--- src/rtl/fetch_sequencer.sv ---
// fetch_sequencer: drives PC load/offset controls, owns a circular return-address stack and halt/resume.
// Optional FETCH_SEQ_SIGNED_BRANCH_EN: signed branches via LoadValue instead of unsigned OffsetEnable.
module fetch_sequencer #(
  parameter int          RAS_DEPTH    = 4,
  parameter logic [15:0] RESET_VECTOR = 16'h0000
) (
  input  logic        Clock,
  input  logic        Reset,
  input  logic [15:0] PcValue,
  input  logic        FetchReady,
  input  logic        Stall,
  input  logic        BranchTaken,
  input  logic [8:0]  BranchOffset,
  input  logic        Jump,
  input  logic        Call,
  input  logic [15:0] JumpTarget,
  input  logic        Return,
  input  logic        Halt,
  input  logic        Resume,
  output logic        LoadEnable,
  output logic [15:0] LoadValue,
  output logic        OffsetEnable,
  output logic [8:0]  Offset,
  output logic        FetchValid,
  output logic        RasOverflow,
  output logic        RasUnderflow
);
  localparam int PW = $clog2(RAS_DEPTH);
  localparam logic [PW:0] FULL = (PW+1)'(RAS_DEPTH);
  typedef enum logic [1:0] {START, FETCH, REDIRECT, HALT} state_t;
  state_t state_q, state_d;
  logic [15:0] ras_q [RAS_DEPTH];
  logic [15:0] ras_d [RAS_DEPTH];
  logic [PW-1:0] wp_q, wp_d, top;
  logic [PW:0] cnt_q, cnt_d;
  logic ovf_q, ovf_d, unf_q, unf_d, redir, empty;
  assign top = wp_q - PW'(1);
  assign empty = cnt_q == '0;
  assign redir = !Stall && (Return || Call || Jump || BranchTaken);
  assign RasOverflow = ovf_q;
  assign RasUnderflow = unf_q;
  always_comb begin
    state_d = state_q;
    ras_d = ras_q;
    wp_d = wp_q;
    cnt_d = cnt_q;
    ovf_d = ovf_q;
    unf_d = unf_q;
    LoadEnable = 1'b1;
    LoadValue = PcValue;
    OffsetEnable = 1'b0;
    Offset = '0;
    FetchValid = 1'b0;
    case (state_q)
      START: begin
        LoadValue = RESET_VECTOR;
        state_d = FETCH;
      end
      FETCH: begin
        FetchValid = 1'b1;
        if (Halt) state_d = HALT;
        else if (redir) begin
          state_d = REDIRECT;
          if (Return) begin
            LoadValue = empty ? RESET_VECTOR : ras_q[top];
            unf_d = unf_q | empty;
            wp_d = empty ? wp_q : top;
            cnt_d = empty ? cnt_q : cnt_q - (PW+1)'(1);
          end else if (Call || Jump) begin
            LoadValue = JumpTarget;
            // a full stack overwrites its oldest slot, which is exactly the next write slot
            if (Call) begin
              ras_d[wp_q] = PcValue + 16'd1;
              wp_d = wp_q + PW'(1);
              ovf_d = ovf_q | (cnt_q == FULL);
              cnt_d = (cnt_q == FULL) ? cnt_q : cnt_q + (PW+1)'(1);
            end
          end else begin
`ifdef FETCH_SEQ_SIGNED_BRANCH_EN
            LoadValue = PcValue + {{7{BranchOffset[8]}}, BranchOffset};
`else
            LoadEnable = 1'b0;
            LoadValue = '0;
            OffsetEnable = 1'b1;
            Offset = BranchOffset;
`endif
          end
        end else if (!Stall && FetchReady) begin
          LoadEnable = 1'b0;
          LoadValue = '0;
        end
      end
      REDIRECT: state_d = FETCH;
      default: state_d = Resume ? FETCH : HALT;
    endcase
  end
  always_ff @(posedge Clock) begin
    ras_q <= ras_d;
    if (Reset) begin
      state_q <= START;
      wp_q <= '0;
      cnt_q <= '0;
      ovf_q <= 1'b0;
      unf_q <= 1'b0;
    end else begin
      state_q <= state_d;
      wp_q <= wp_d;
      cnt_q <= cnt_d;
      ovf_q <= ovf_d;
      unf_q <= unf_d;
    end
  end
endmodule

--- config.mk ---
export PLATFORM = sky130hd
export DESIGN_NAME = fetch_sequencer
export DESIGN_NICKNAME = d
export VERILOG_FILES = /design/src/rtl/fetch_sequencer.sv
export SDC_FILE = /design/constraint.sdc
export NUM_CORES = 1
export LEC_CHECK = 0
export BUFFER_PORTS_ARGS = -buffer_cell sky130_fd_sc_hd__buf_2
export CORE_MARGIN = 3
export CORE_UTILIZATION = 37
export CTS_CLUSTER_DIAMETER = 80
export DETAILED_ROUTE_END_ITERATION = 16
export GPL_TIMING_DRIVEN = 0
export SLEW_MARGIN = 20
export SYNTH_ARGS = -nofsm -noshare
export SYNTH_HDL_FRONTEND = slang
export SYNTH_SLANG_ARGS = --single-unit
export TNS_END_PERCENT = 50
--- constraint.sdc ---
create_clock -name Clock -period 5.95 [get_ports Clock]
set_input_delay 0.2975 -clock Clock [delete_from_list [all_inputs] [get_ports Clock]]
set_output_delay 0.2975 -clock Clock [all_outputs]
set_load 0.05 [all_outputs]
After elaboration in Yosys (flattened, before gate mapping)
Cells that the tools add are included.
{"block": "word_totals", "register_bits": 73, "wordCells": 89, "inputBits": 51, "output_inout_bits": 30}
{"block": "classes", "muxes": 43, "reduce_logical": 17, "bitwise": 6, "n_addsub": 5, "n_lt_le_gt_ge": 3, "eq_ne": 6}
{"operator": "16-bit two-way mux", "count": 9}
{"operator": "64-bit bitwise mux", "count": 1}
{"operator": "9-bit two-way mux", "count": 5}
{"operator": "16-bit binary-select mux with 2-bit select", "count": 1}
{"operator": "16-bit demux with 2-bit select", "count": 1}
{"operator": "16-bit case mux with 2 select lines", "count": 1}
{"operator": "16-bit by 1-bit adder with 16-bit output, second input constant", "count": 1}
{"operator": "3-bit two-way mux", "count": 5}
{"operator": "2-bit two-way mux", "count": 7}
{"operator": "1-bit two-way mux", "count": 12}
{"operator": "6-bit AND reduction", "count": 2}
{"operator": "7-bit AND reduction", "count": 1}
{"operator": "3-bit greater-or-equal comparator, second input constant", "count": 2}
{"operator": "2-bit NOT with 3-bit output", "count": 2}
{"operator": "1-bit logical OR", "count": 4}
{"operator": "2-bit inequality test, second input constant", "count": 2}
{"operator": "2-bit case mux with 2 select lines", "count": 1}
{"operator": "4-bit AND reduction", "count": 1}
{"operator": "2-bit nonzero test", "count": 2}
{"operator": "3-bit by 1-bit adder with 3-bit output, second input constant", "count": 1}
{"operator": "3-bit equality test, second input constant", "count": 1}
{"operator": "1-bit logical AND", "count": 3}
{"operator": "3-bit zero test", "count": 1}
{"operator": "3-bit by 1-bit less-than comparator with 1-bit output, second input constant", "count": 1}
{"operator": "11 further kinds", "count": 13}

Depth between registers and ports, before layout
{"block": "logic_depth", "word_depth": 10, "depth_mapped": 9, "depth_no_buf": 5}

Least setup slack after synthesis
No wires, ideal clock.
{"block": "synth_path", "path_type": "reg-to-output", "startpoint": "register wp_q[0]", "endpoint": "output LoadValue[0]", "n_path_buf": 4, "required_time_ns": 5.653, "arrival_ns": 2.891, "setup_slack_ns": 2.762, "stages_incl_launch_ff": 10, "cell_sequence": "dfxtp_1 -> buf_2 -> buf_2 -> inv_1 -> ha_1 -> clkbuf_1 -> clkbuf_1 -> mux4_2 -> and2_2 -> a221o_1"}
{"block": "synth_between", "elab_chain_len": 10}
{"element": "start: declaration", "line_no": "34", "text": "logic [PW-1:0] wp_q, wp_d, top;"}
{"element": "start signal: assignment", "line_no": "107", "text": "wp_q <= wp_d;"}
{"element": "2-bit by 1-bit subtractor with 2-bit output", "line_no": "37", "text": "assign top = wp_q - PW'(1);"}
{"element": "named net top[0]", "line_no": "34"}
{"element": "2-bit NOT with 3-bit output (not written as such)", "line_no": "65", "text": "LoadValue = empty ? RESET_VECTOR : ras_q[top];"}
{"element": "16-bit binary-select mux with 2-bit select", "line_no": "65"}
{"element": "16-bit two-way mux (not written as such) (2 in series)", "line_no": "65"}
{"element": "16-bit two-way mux", "line_no": "65"}
{"element": "16-bit two-way mux", "line_no": "64", "text": "if (Return) begin"}
{"element": "16-bit two-way mux", "line_no": "62", "text": "else if (redir) begin"}
{"element": "16-bit two-way mux", "line_no": "61", "text": "if (Halt) state_d = HALT;"}
{"element": "16-bit case mux with 2 select lines", "line_no": "54", "text": "case (state_q)"}
{"element": "end: declaration", "line_no": "21", "text": "output logic [15:0] LoadValue,"}
The timed path passes the listed nets, and every way through them passes these cells. The select of a mux whose other input is x is not followed.

Worst setup path after layout
{"block": "layout_path", "startpoint": "register wp_q[0]", "endpoint": "output LoadValue[1]"}
Same word-level chain as after synthesis.

==> results.cfg <==
[outcome]
status = finished, final reports clean

[pwr]
p_leak_nw = 1.56
p_int_uw = 760
pwr-share-comb_pct = 12.6
pwr-share-clk_pct = 33.4
power_density_mw_per_mm2 = 244
power_switching_uw = 281
total_power_mw = 1.04
sw_frac_of_total_pct = 27.0
p_seq_share_pct = 54.0
vdd_drop_max_uv = 146

[die]
dieArea_mm2 = 0.0108
core-area_mm2 = 0.00928
fp.dieH_um = 104
num_rows = 35
num_io_pins = 81
die_x_um = 104
initial_core_util_pct = 38.2

[timing]
slew_viol_final = 0
worstMarginPinSlew_ns = 0.927
setup_violations = 0
hold_viol_final = 0
fin_setup_tns_ns = 0
rsz0062_at_grt = false
finalCritPeriodShare_pct = 70.7
maxClockFrequency_mhz = 238
fin_skew_ns = 0.0133
slew_headroom_pct = 38.2
fin_crit_ns = 4.20
hold_slack_ns = 0.163

[grt]
grt_overflow = 0
antenna_found_initial = 0
grt_pass1_vias = 2474
grt_pass1_wl_um = 13000
grt_max_degree = 17
track_usage_pct = 15.6

[clocking]
clk_pin_slew_ns = 0.08
numCtsBuffers = 9
root_buffer = clkbuf_8
cts.hold.buffers_added = 0
cts_htree_levels = 3
post-cts-setup-buffer-count = 0
clock_sinks = 73
cts.path.max_buffers = 2
cts.repair.resized = 0
cts_tree = built
clk_latency_ns = 0.35

[critical_path]
critPathKind = register to output port
ff2ff_path_depth = 9
cp-start-kind = register
r2r_setup_slack_ns = 3.00
end_kind = output port
cp_max_fo = 10
critPathRequiredTime_ns = 5.65
worstReg2RegEnd = wp_q[1]$_SDFFE_PP0P_
critical_path_arrival_ns = 3.91
critPathLaunch = wp_q[0]$_SDFFE_PP0P_
r2r_start = wp_q[0]$_SDFFE_PP0P_

[final_layout]
finish.utilization_pct = 46.0
layout_commonest_cell = buf_2
layout_common_cells = buf_2, edfxtp_1, mux4_2, and2_2, a221o_1
drive_gt1_share_pct = 41.6
syn2layout_area_growth_pct = 20.6
n_antenna_cell = 0
fill_cells = 869
final_cell_area_mm2 = 0.00427
final_nets = 384

[hold_path]
min_path_cells = 2
hold_path.startpoint = Resume
hold_end = state_q[1]$_SDFFE_PP0P_
hold_class = input port to register

[drt]
post_drt_wl_per_cell_um = 17.6
totalWireLength_um = 8090
drc = 0
num_vias = 2394
drt_first_pass_iters = 4
viasPerCell = 5.19
dr.first_iter.drc_count = 112
ant_nets = 0

[yosys]
synth_top_family_by_area = simple AND/OR/NAND/NOR gates
synth_compound_area_share_pct = 8.33
syn-mean-instance-area_um2 = 14.9
synth_seq_area_share_pct = 59.3
synthAdderAreaFrac_pct = 2.33
synthCells = 238
ys_ff_latch = 73
synth_fp_nets = 295
synth_top_cell_area_share_pct = 54.2
synth_mux_area_share_pct = 10.2
ys.warnings.count = 0
synth_area_mm2 = 0.00354
synth.largest_area_cell = edfxtp_1
synth_xor_area_share_pct = 3.71
synth.distinct_cells = 40
synth_simple_gate_area_share_pct = 13.6
synth.area.top_cells = edfxtp_1, mux4_2, dfxtp_1, a221o_1, and2_2

[flow_run]
drv_cap = 0

[place]
gp_congestion = 0.738
dpl_cell_area_mm2 = 0.00410
numPortBuffers = 78
place.detailed.hpwl_um = 5690
flip-flops by register name, summed over array words and instances, names as in the netlist:
name	flops
RasOverflow	1
state_q	2
wp_q	2
RasUnderflow	1
ras_q	64
cnt_q	3
worst max path at each step:
stage / slack [ns] / to
2_1_floorplan: 2.76 / LoadValue[0]
3_5_place_dp: 1.99 / LoadValue[1]
4_1_cts: 1.60 / LoadValue[1]
6_report: 1.75 / LoadValue[1]
5_1_grt: 1.43 / LoadValue[1]
3_3_place_gp: 1.97 / LoadValue[1]
routing by layer:
metal | vias to the layer above | track usage [%] | part of all wire, %
li1 | 1117 | - | -
met1 | 1187 | 20.1 | 45
met2 | 88 | 26.1 | 48
met3 | 2 | 4.78 | 7.1
met4 | 0 | 3.42 | 0.43
met5 | - | 0 | 0
cells by family (layout without fill, tap and decap cells):
logic type	after synthesis	count (layout)
compound gates	34	34
buf+inv	19	113
flops	73	73
fa+ha+maj	6	6
mux	16	16
xor+xnor	15	15
simple gates	75	75
power groups by stage:
stage / Sequential (mW) / Clock, mW / Combinational [mW]
finish: 0.562 / 0.348 / 0.131
global route: 0.563 / 0.378 / 0.140
CTS: 0.562 / 0.355 / 0.132
detailed placement: 0.574 / 0 / 0.131
global placement: 0.574 / 0 / 0.129
floorplan: 0.574 / 0 / 0.0844
layout make-up:
type / count / area (µm²) / area share [%]
Clock buffer: 10 / 128 / 2.99
Inverter: 7 / 26.3 / 0.615
Sequential cell: 73 / 2100 / 49.2
Timing Repair Buffer: 78 / 390 / 9.13
Multi-Input combinational cell: 146 / 1350 / 31.6
Clock inverter: 6 / 50.0 / 1.17
Tap cell: 129 / 161 / 3.78
Buffer: 12 / 65.1 / 1.52
through the flow:
| stage | instances | setup slack, ns |
|---|---|---|
| global placement | 445 | 1.97 |
| global route | 461 | 1.43 |
| detailed placement | 445 | 1.99 |
| floorplan | 238 | 2.76 |
| CTS | 461 | 1.60 |
| finish | 461 | 1.75 |
Yosys cell counts:
cell type  count
a2111oi_0      1
a211oi_1       1
a211oi_2       2
a21oi_1        4
a221o_1       16
a221oi_1       1
a22o_2         1
a31oi_1        1
and2_1        15
and2_2        16
and3_1         4
and4_1         3
buf_1          1
buf_2          4
buf_6          2
clkbuf_1       5
dfxtp_1        9
edfxtp_1      64
fa_1           1
ha_1           5
inv_1          7
mux4_2        16
nand2_1        3
nand3_1        6
nand3b_1       1
nand4_1        3
nor2_1        12
nor2b_1        1
nor3_1         4
nor3_4         2
nor4_1         1
nor4b_1        2
o211ai_1       1
o21ai_0        3
o21bai_2       1
o31ai_1        2
or4_1          1
or4b_4         1
xnor2_1       13
xor2_1         2
worst max-delay path, cell delays in order, from the launching register on:
cell and delay (ns):
dfxtp_1 0.38, buf_2 0.34, buf_2 0.37, inv_1 0.12, ha_1 0.29, clkbuf_1 0.45
clkbuf_1 0.52, mux4_2 0.38, and2_2 0.20, a221o_1 0.29, buf_2 0.23
Note: power is estimated with default switching activity, not from simulation.
